## src/rtl/seq_mac_ctrl_pkg.sv

```systemverilog
// Shared types and widths for the streaming multiply-accumulate controller
// that fronts the 8x8 signed sequential shift-add multiplier.
package seq_mac_ctrl_pkg;

    localparam int OP_W   = 8;
    localparam int PROD_W = 16;

    typedef enum logic [2:0] {
        IDLE = 3'd0,
        LOAD = 3'd1,
        RUN  = 3'd2,
        ACC  = 3'd3,
        OUT  = 3'd4
    } state_t;

    // Signed add overflow: both addends share a sign that the sum does not.
    function automatic logic add_ovf(input logic a_msb, input logic b_msb, input logic s_msb);
        return (a_msb == b_msb) && (s_msb != a_msb);
    endfunction

endpackage

```

## src/rtl/mac_accum.sv

```systemverilog
// Signed accumulator: sign-extends each 16-bit product to ACC_W, adds with
// two's-complement wrap and keeps a sticky overflow flag until cleared.
module mac_accum
    import seq_mac_ctrl_pkg::*;
#(
    parameter int ACC_W = 24
) (
    input  logic              clk,
    input  logic              reset,
    input  logic              add_en,
    input  logic              clr,
    input  logic [PROD_W-1:0] product,
    output logic [ACC_W-1:0]  acc,
    output logic              ovf
);

    logic [ACC_W-1:0] acc_r;
    logic [ACC_W-1:0] prod_ext_s;
    logic [ACC_W-1:0] sum_s;
    logic             ovf_r;
    logic             ovf_add_s;

    assign prod_ext_s = ACC_W'($signed(product));
    assign sum_s      = acc_r + prod_ext_s;
    assign ovf_add_s  = add_ovf(acc_r[ACC_W-1], prod_ext_s[ACC_W-1], sum_s[ACC_W-1]);

    // Accumulator and sticky overflow; clear wins so a consumed sum restarts at zero.
    always_ff @(posedge clk) begin
        if (reset) begin
            acc_r <= {ACC_W{1'b0}};
            ovf_r <= 1'b0;
        end else if (clr) begin
            acc_r <= {ACC_W{1'b0}};
            ovf_r <= 1'b0;
        end else if (add_en) begin
            acc_r <= sum_s;
            ovf_r <= ovf_r | ovf_add_s;
        end
    end

    assign acc = acc_r;
    assign ovf = ovf_r;

endmodule

```

## src/rtl/seq_mac_ctrl.sv

```systemverilog
// Streaming front end for the level-started sequential multiplier: accepts
// operand pairs, sequences start/ready per pair and emits the sum on "last".
module seq_mac_ctrl
    import seq_mac_ctrl_pkg::*;
#(
    parameter int ACC_W   = 24,
    parameter int TIMEOUT = 32
) (
    input  logic              clk,
    input  logic              reset,
    input  logic              in_valid,
    output logic              in_ready,
    input  logic [OP_W-1:0]   in_a,
    input  logic [OP_W-1:0]   in_b,
    input  logic              in_last,
    output logic              mul_start,
    output logic [OP_W-1:0]   mul_a,
    output logic [OP_W-1:0]   mul_b,
    input  logic              mul_ready,
    input  logic [PROD_W-1:0] mul_product,
    output logic              out_valid,
    input  logic              out_ready,
    output logic [ACC_W-1:0]  acc_out,
    output logic              ovf,
    output logic              err
);

    localparam int TC_W = $clog2(TIMEOUT + 1);

    state_t            state_r;
    state_t            state_nxt_s;
    logic [TC_W-1:0]   tcnt_r;
    logic              timeout_s;
    logic              accept_s;
    logic              run_exit_s;
    logic              acc_add_s;
    logic              acc_clr_s;
    logic              last_r;
    logic [PROD_W-1:0] prod_r;
    logic [OP_W-1:0]   mul_a_r;
    logic [OP_W-1:0]   mul_b_r;
    logic              in_ready_r;
    logic              mul_start_r;
    logic              out_valid_r;
    logic              err_r;
    logic              in_ready_nxt_s;
    logic              mul_start_nxt_s;
    logic              out_valid_nxt_s;

    assign accept_s   = (state_r == IDLE) && in_valid && in_ready_r;
    assign timeout_s  = (tcnt_r == TC_W'(TIMEOUT - 1));
    assign run_exit_s = (state_r == RUN) && (mul_ready || timeout_s);
    assign acc_add_s  = (state_r == ACC);
    assign acc_clr_s  = (state_r == OUT) && out_ready;

    // State register plus the handshake/start outputs registered from the next state.
    always_ff @(posedge clk) begin
        if (reset) begin
            state_r     <= IDLE;
            in_ready_r  <= 1'b0;
            mul_start_r <= 1'b0;
            out_valid_r <= 1'b0;
        end else begin
            state_r     <= state_nxt_s;
            in_ready_r  <= in_ready_nxt_s;
            mul_start_r <= mul_start_nxt_s;
            out_valid_r <= out_valid_nxt_s;
        end
    end

    // Next-state logic.
    always_comb begin
        state_nxt_s = state_r;
        case (state_r)
            IDLE: begin
                if (accept_s) state_nxt_s = LOAD;
                else          state_nxt_s = IDLE;
            end
            LOAD: state_nxt_s = RUN;
            RUN: begin
                if (run_exit_s) state_nxt_s = ACC;
                else            state_nxt_s = RUN;
            end
            ACC: begin
                if (last_r) state_nxt_s = OUT;
                else        state_nxt_s = IDLE;
            end
            OUT: begin
                if (out_ready) state_nxt_s = IDLE;
                else           state_nxt_s = OUT;
            end
            default: state_nxt_s = IDLE;
        endcase
    end

    // Output decode; start is high only in RUN so LOAD always separates two operations.
    always_comb begin
        in_ready_nxt_s  = (state_nxt_s == IDLE);
        mul_start_nxt_s = (state_nxt_s == RUN);
        out_valid_nxt_s = (state_nxt_s == OUT);
    end

    // Operand capture, RUN watchdog, product latch and sticky timeout flag.
    always_ff @(posedge clk) begin
        if (reset) begin
            mul_a_r <= {OP_W{1'b0}};
            mul_b_r <= {OP_W{1'b0}};
            last_r  <= 1'b0;
            tcnt_r  <= {TC_W{1'b0}};
            prod_r  <= {PROD_W{1'b0}};
            err_r   <= 1'b0;
        end else begin
            if (accept_s) begin
                mul_a_r <= in_a;
                mul_b_r <= in_b;
                last_r  <= in_last;
            end
            if ((state_r == RUN) && !run_exit_s) begin
                tcnt_r <= tcnt_r + TC_W'(1);
            end else begin
                tcnt_r <= {TC_W{1'b0}};
            end
            // A timed-out multiply contributes zero to the sum.
            if (run_exit_s) begin
                prod_r <= mul_ready ? mul_product : {PROD_W{1'b0}};
            end
            if (run_exit_s && !mul_ready) begin
                err_r <= 1'b1;
            end else if (acc_clr_s) begin
                err_r <= 1'b0;
            end
        end
    end

    mac_accum #(
        .ACC_W(ACC_W)
    ) u_accum (
        .clk    (clk),
        .reset  (reset),
        .add_en (acc_add_s),
        .clr    (acc_clr_s),
        .product(prod_r),
        .acc    (acc_out),
        .ovf    (ovf)
    );

    assign in_ready  = in_ready_r;
    assign mul_start = mul_start_r;
    assign mul_a     = mul_a_r;
    assign mul_b     = mul_b_r;
    assign out_valid = out_valid_r;
    assign err       = err_r;

endmodule
```

## config.mk

```make
export PLATFORM = sky130hd
export DESIGN_NAME = seq_mac_ctrl
export DESIGN_NICKNAME = d
export VERILOG_FILES = /design/src/rtl/seq_mac_ctrl_pkg.sv /design/src/rtl/mac_accum.sv /design/src/rtl/seq_mac_ctrl.sv
export SDC_FILE = /design/constraint.sdc
export NUM_CORES = 1
export LEC_CHECK = 0
export CAP_MARGIN = 30
export CORE_UTILIZATION = 38
export CTS_BUF_LIST = sky130_fd_sc_hd__clkbuf_16
export CTS_CLUSTER_DIAMETER = 30
export DETAILED_ROUTE_END_ITERATION = 10
export GPL_TIMING_DRIVEN = 0
export SYNTH_ARGS = -nofsm -noshare
export SYNTH_HDL_FRONTEND = slang
export SYNTH_SLANG_ARGS = --single-unit
```

## constraint.sdc

```tcl
create_clock -name clk -period 3.1 [get_ports clk]
set_input_delay 0.465 -clock clk [delete_from_list [all_inputs] [get_ports clk]]
set_output_delay 0.465 -clock clk [all_outputs]
set_load 0.01 [all_outputs]
```

==> impl_metrics.env, run 1 <==
export IMPL_outcome="complete, no violations"
export IMPL_synth_nets=517
export IMPL_setup_viol=0
export IMPL_synth_async_sr_flop_share=0
export IMPL_grt_max_degree=15
export IMPL_period_share=0.835
export IMPL_grt_pass1_wl_mm=16.1
export IMPL_drtPass1Iterations=4
export IMPL_synth_edff_count=0
export IMPL_intPower_w=0.00168
export IMPL_end_kind="flip-flop"
export IMPL_power_density_nw_per_um2=440
export IMPL_drv_cap=0
export IMPL_antennaDiodeCount=0
export IMPL_required_ns=3.32
export IMPL_p_total_w=0.00221
export IMPL_syn_avg_cell_area_um2=8.28
export IMPL_ys_seq_area_frac=0.378
export IMPL_crit_arrival_ns=2.81
export IMPL_cts_tree="built"
export IMPL_yosys_warnings=0
export IMPL_utilization=0.533
export IMPL_setup_tns_ns=0
export IMPL_instances_no_fill=680
export IMPL_peakVddDrop_uv=256
export IMPL_routed_wl_mm=9.89
export IMPL_rsz0062_at_grt="no"
export IMPL_clkTransAtPathRegs_ns=0.06
export IMPL_cts_num_sinks=71
export IMPL_synth_cell_type_count=62
export IMPL_drtIter0Drc=122
export IMPL_gp_congestion=0.913
export IMPL_grt_ovfl_total=0
export IMPL_seqPwrFrac=0.439
export IMPL_htree_levels=3
export IMPL_path_max_fanout=4
export IMPL_holdCritPathClass="reg2reg"
export IMPL_drive_gt1_frac=0.0762
export IMPL_drv_slew=0
export IMPL_yosys_register_bits=71
export IMPL_core_area_um2=9420
export IMPL_slew_headroom=0.397
export IMPL_grt_pass1_vias=3336
export IMPL_worstSkewPairLatency_ns=0.33
export IMPL_cts_made_buffers=9
export IMPL_vias=3573
export IMPL_timing_setup_critical_path_class="reg2reg"
export IMPL_clock_path_buffers=2
export IMPL_chipWidth_um=101
export IMPL_root_buffer="clkbuf_16"
export IMPL_p_sw_w=0.000530
export IMPL_swShare=0.240
export IMPL_synthFlopType="dfxtp_1"
export IMPL_cts_resized=0
export IMPL_synthCells=454
export IMPL_ant_nets=0
export IMPL_grt_usage=0.200
export IMPL_fin_worst_skew_ns=0.0100
export IMPL_port_buffer_count=82
export IMPL_postCtsSetupBuffers=0
export IMPL_core_rowCount=35
export IMPL_p_clk_frac=0.448
export IMPL_routed_via_density=5.25
export IMPL_ioPinCount=83
export IMPL_cp_start_kind="flip-flop"
export IMPL_route_detailed_drc=0
export IMPL_fmaxAchievable_ghz=0.386
export IMPL_dp_final_hpwl_mm=7.45
export IMPL_dp_cells=665
export IMPL_die_h_um=101
export IMPL_hold_viol=0
export IMPL_grt_antenna_before_repair=0
export IMPL_combPwrFrac=0.113
export IMPL_period_needed_ns=2.59
export IMPL_start_util=0.399
export IMPL_mappedNetlistArea_um2=3760
export IMPL_die_area_um2=10300
export IMPL_drt_wirelength_per_cell_um=14.5
export IMPL_p_leak_nw=2.00
export IMPL_worst_slew_pin_slew_ns=0.899
export IMPL_syn2layout_area_growth_pct=33.6
export IMPL_ctsHoldBuffers=0
export IMPL_final_nets=610
cell type report:
class | count | area [um2]
fill | 926 | 4400
tap | 129 | 161
timing repair buffer | 82 | 821
clock buffer | 9 | 225
clock inverter | 6 | 53.8
sequential | 71 | 1420
multi-input combinational | 358 | 2230
buffer | 20 | 90.1
inverter | 5 | 18.8
worst paths after layout:
path / slack (ns) / cells past startpoint / end / startpoint
worst min-delay path: 0.44 / 2 / u_accum.ovf$_SDFFE_PP0P_ / u_accum.ovf$_SDFFE_PP0P_
worst max-delay path: 0.51 / 9 / u_accum.acc[18]$_SDFFE_PP0P_ / u_accum.acc[0]$_SDFFE_PP0P_
worst max register to register: 0.51 / 9 / u_accum.acc[18]$_SDFFE_PP0P_ / u_accum.acc[0]$_SDFFE_PP0P_
worst min register to register: 0.44 / 2 / u_accum.ovf$_SDFFE_PP0P_ / u_accum.ovf$_SDFFE_PP0P_
logic make-up (layout without fill, tap and decap cells):
logic type / after synthesis / count (layout) / synth area share
adder cells (fa/ha/maj): 25 / 25 / 0.0852
XOR/XNOR: 21 / 21 / 0.0489
AND/OR/NAND/NOR: 179 / 179 / 0.209
flip-flops: 71 / 71 / 0.378
buffers and inverters: 25 / 122 / 0.0290
multiplexers: 3 / 3 / 0.00832
AO/OA/AOI/OAI: 130 / 130 / 0.241
cells in the mapped netlist (2+ instances only):
master,number,area [um2]
nand2_1,83,312
dfxtp_1,71,1420
a21oi_1,51,255
nor2_1,47,176
ha_1,24,300
a22oi_1,16,120
clkbuf_1,14,52.6
xnor2_1,13,114
a21o_1,12,90.1
nand3_1,12,60.1
nor3_1,8,40.0
xor2_1,8,70.1
o21ai_0,6,30.0
inv_1,5,18.8
nand4_1,5,31.3
o211ai_1,5,37.5
a211oi_1,4,30.0
a22o_1,4,35.0
and3_1,4,25.0
a21oi_2,3,26.3
a31o_2,3,26.3
buf_2,3,15.0
o21ai_1,3,15.0
o21bai_1,3,22.5
or2_2,3,18.8
a221o_1,2,20.0
and2_1,2,12.5
and3_2,2,15.0
mux2i_1,2,20.0
nor2_2,2,12.5
nor3b_1,2,15.0
o211ai_2,2,25.0
cell usage in the layout, fill, tap and decap left out, types with 5 or more instances in the layout:
cell / count
nand2_1: 83
clkdlybuf4s50_1: 82
dfxtp_1: 71
a21oi_1: 51
nor2_1: 47
ha_1: 24
a22oi_1: 16
clkbuf_1: 14
xnor2_1: 13
nand3_1: 12
a21o_1: 12
clkbuf_16: 9
nor3_1: 8
xor2_1: 8
inv_1: 6
o21ai_0: 6
nand4_1: 5
o211ai_1: 5
state kept, by name, indices dropped and copies added (netlist names):
name and cells:
state_r 3, out_valid 1, u_accum.ovf 1, tcnt_r 6, last_r 1, u_accum.acc 24
prod_r 16, mul_b 8, mul_a 8, in_ready 1, mul_start 1, err 1
power groups by stage:
stage	clock (W)	combinational [W]	sequential [W]
final	0.000990	0.000251	0.000969
after global routing	0.00105	0.000277	0.000974
after CTS	0.00101	0.000253	0.000969
after detailed placement	0	0.000251	0.000989
after global placement	0	0.000250	0.000988
after floorplan	0	0.000116	0.000995
routing by layer:
metal	wire [um]	track usage	vias to the layer above	share of wire
met1	4770	0.270	1675	0.48
li1	-	-	1806	-
met2	4560	0.324	86	0.46
met4	96	0.0468	0	0.0097
met5	0	0	-	0
met3	459	0.0469	6	0.046
through the flow:
| step | cell area [um2] | setup WS [ns] | hold slack [ns] |
|---|---|---|---|
| after global routing | 5020 | 0.307 | 0.478 |
| final | 5020 | 0.512 | 0.444 |
| after detailed placement | 4740 | 0.514 | 0.435 |
| after floorplan | 3760 | 0.792 | 0.418 |
| after CTS | 5020 | 0.501 | 0.442 |
| after global placement | 4740 | 0.533 | 0.432 |
critical path, cell delays in order (launching register included):
cell and delay [ns]:
dfxtp_1 0.32, ha_1 0.24, fa_1 0.42, a21o_1 0.20
a221oi_2 0.38, o21ai_2 0.20, a21oi_2 0.26, o21bai_1 0.13
xor2_1 0.15, a22o_1 0.19
Note: power is estimated with default switching activity, not from simulation.
==> run 2: changes to the inputs <==
PLACE_DENSITY = 0.65   (was not set)
clock period = 2.1 ns   (was 3.1 ns; I/O delays follow)
==> run 2 against run 1 <==
Net effect: the run now ends with negative setup slack left; power rose by 45%; final cell count rose by 5.0%; flip-flop and latch count did not move; clock power rose by 38%; critical path depth did not move; combinational power rose by 63%; sequential share of layout area fell by 3.0 points; critical endpoint unchanged; clock-buffer cell count did not move; maximum frequency rose by 18%; setup slack got worse by 0.61 ns; clock skew fell by 0.0022 ns.
==> impl_metrics.env, run 2 (same netlist as run 1, synthesis figures left out) <==
export IMPL_outcome="complete, but fails checks"
export IMPL_violations="negative setup slack"
export IMPL_clkTransAtPathRegs_ns=0.06
export IMPL_port_buffer_count=82
export IMPL_syn2layout_area_growth_pct=53.5
export IMPL_routed_wl_mm=11.3
export IMPL_ctsHoldBuffers=0
export IMPL_period_needed_ns=2.20
export IMPL_root_buffer="clkbuf_16"
export IMPL_cp_slowest_cell="dfxtp_2"
export IMPL_cp_start_kind="flip-flop"
export IMPL_p_total_w=0.00321
export IMPL_dp_final_hpwl_mm=7.57
export IMPL_rsz0062_at_grt="yes"
export IMPL_core_area_um2=9420
export IMPL_cts_num_sinks=71
export IMPL_start_util=0.399
export IMPL_drtIter0Drc=182
export IMPL_drv_cap=0
export IMPL_timing_hold_ws_ns=0.446
export IMPL_grt_max_degree=13
export IMPL_grt_pass1_wl_mm=17.5
export IMPL_vias=3781
export IMPL_cts_made_buffers=9
export IMPL_route_detailed_drc=0
export IMPL_grt_usage=0.220
export IMPL_hold_depth=2
export IMPL_end_kind="flip-flop"
export IMPL_slew_headroom=0.597
export IMPL_hold_viol=0
export IMPL_path_cells="ha_4, fa_2, a21o_1, a221oi_4, o21ai_4, a21oi_4, o21bai_1, xor2_1, a22o_1"
export IMPL_path_max_fanout=4
export IMPL_cts_tree="built"
export IMPL_worst_slew_pin_slew_ns=0.604
export IMPL_worstSkewPairLatency_ns=0.33
export IMPL_die_h_um=101
export IMPL_crit_arrival_ns=2.43
export IMPL_clock_path_buffers=2
export IMPL_reg2reg_depth=9
export IMPL_antennaDiodeCount=0
export IMPL_max_stage_delay_ns=0.33
export IMPL_fin_worst_skew_ns=0.00778
export IMPL_setup_ws_ns=-0.100
export IMPL_die_area_um2=10300
export IMPL_ant_nets=0
export IMPL_period_share=1.05
export IMPL_timing_setup_critical_path_class="reg2reg"
export IMPL_htree_levels=3
export IMPL_fmaxAchievable_ghz=0.455
export IMPL_final_cell_mix="clkdlybuf4s50_1 (82), nand2_1 (80), dfxtp_1 (52), nor2_1 (44), a21oi_1 (44)"
export IMPL_p_leak_nw=2.18
export IMPL_routed_via_density=5.30
export IMPL_grt_ovfl_total=0
export IMPL_design_area_um2=5770
export IMPL_drtPass1Iterations=4
export IMPL_final_common_cell="clkdlybuf4s50_1"
export IMPL_grt_antenna_before_repair=0
export IMPL_largest_reg_flops=24
export IMPL_gp_congestion=0.897
export IMPL_core_rowCount=35
export IMPL_place_area_um2=4770
export IMPL_drv_slew=0
export IMPL_preCtsSetupSlack_ns=-0.368
export IMPL_setup_viol=10
export IMPL_power_density_nw_per_um2=557
export IMPL_ioPinCount=83
export IMPL_final_nets=644
export IMPL_drive_gt1_frac=0.253
export IMPL_grt_pass1_vias=3660
export IMPL_drt_wirelength_per_cell_um=15.8
export IMPL_chipWidth_um=101
export IMPL_fillCellCount=804
export IMPL_holdCritPathClass="reg2reg"
export IMPL_required_ns=2.33
export IMPL_peakVddDrop_uv=512
run 2: cell types whose count changed in the layout (fill, tap and decap cells not counted), sizes merged:
cell	before	now
clkbuf	23	22
buf	6	41
inv	6	5
clkinvlp	1	2
clkinv	3	4
bufinv	1	0
run 2: critical path: cells and delay by family, from the launching register on:
family                     cells  cell delay [ns]
xor gates and xnor gates       1             0.14
AOI/OAI and AO/OA              6             1.13
adders and majority gates      2             0.49
DFF                            1             0.33
run 2: power breakdown:
group / switching [W] / internal, W / leakage, nW
sequential: 0.0000397 / 0.00139 / 0.586
combinational: 0.000200 / 0.000209 / 1.47
clock: 0.000586 / 0.000787 / 0.127
run 2: metal layers:
metal | routed length (um) | GRT usage | vias up | share of wire
li1 | - | - | 1878 | -
met1 | 5080 | 0.273 | 1801 | 0.45
met2 | 5600 | 0.379 | 80 | 0.50
met3 | 396 | 0.0449 | 22 | 0.035
met4 | 216 | 0.0758 | 0 | 0.019
met5 | 0 | 0 | - | 0
run 2: area by class of cell:
type	instances	area [um2]	share of cell area
Inverter	5	18.8	0.00325
Timing Repair Buffer	117	1090	0.190
Multi-Input combinational cell	358	2660	0.462
Sequential cell	71	1460	0.254
Clock buffer	9	225	0.0390
Clock inverter	6	38.8	0.00672
Tap cell	129	161	0.0280
Buffer	19	103	0.0178
run 2: final timing paths:
check	start	end	slack (ns)
max reg2reg	prod_r[0]$_SDFFE_PP0N_	u_accum.acc[18]$_SDFFE_PP0P_	-0.10
max	prod_r[0]$_SDFFE_PP0N_	u_accum.acc[18]$_SDFFE_PP0P_	-0.10
min reg2reg	u_accum.ovf$_SDFFE_PP0P_	u_accum.ovf$_SDFFE_PP0P_	0.45
min	u_accum.ovf$_SDFFE_PP0P_	u_accum.ovf$_SDFFE_PP0P_	0.45
run 2: per-stage QoR:
| stage | setup TNS [ns] | util | cells |
|---|---|---|---|
| 2_1_floorplan | -0.159 | - | 454 |
| 3_3_place_gp | -3.63 | 0.507 | 665 |
| 3_5_place_dp | -3.69 | 0.507 | 665 |
| 4_1_cts | -0.311 | 0.584 | 698 |
| 5_1_grt | -1.69 | 0.613 | 714 |
| 6_report | -0.610 | 0.613 | 714 |
run 2: what timing repair did:
item	in CTS	in global routing
gates resized for setup	67	35
pin swaps	19	24
endpoints found under the setup margin	26	31
setup buffers	19	17
==> run 3: changes to the inputs <==
CTS_CLUSTER_DIAMETER = 100   (was 30)
==> results of run 3 <==
Final layout, timing and power as in run 2 (identical DEF).
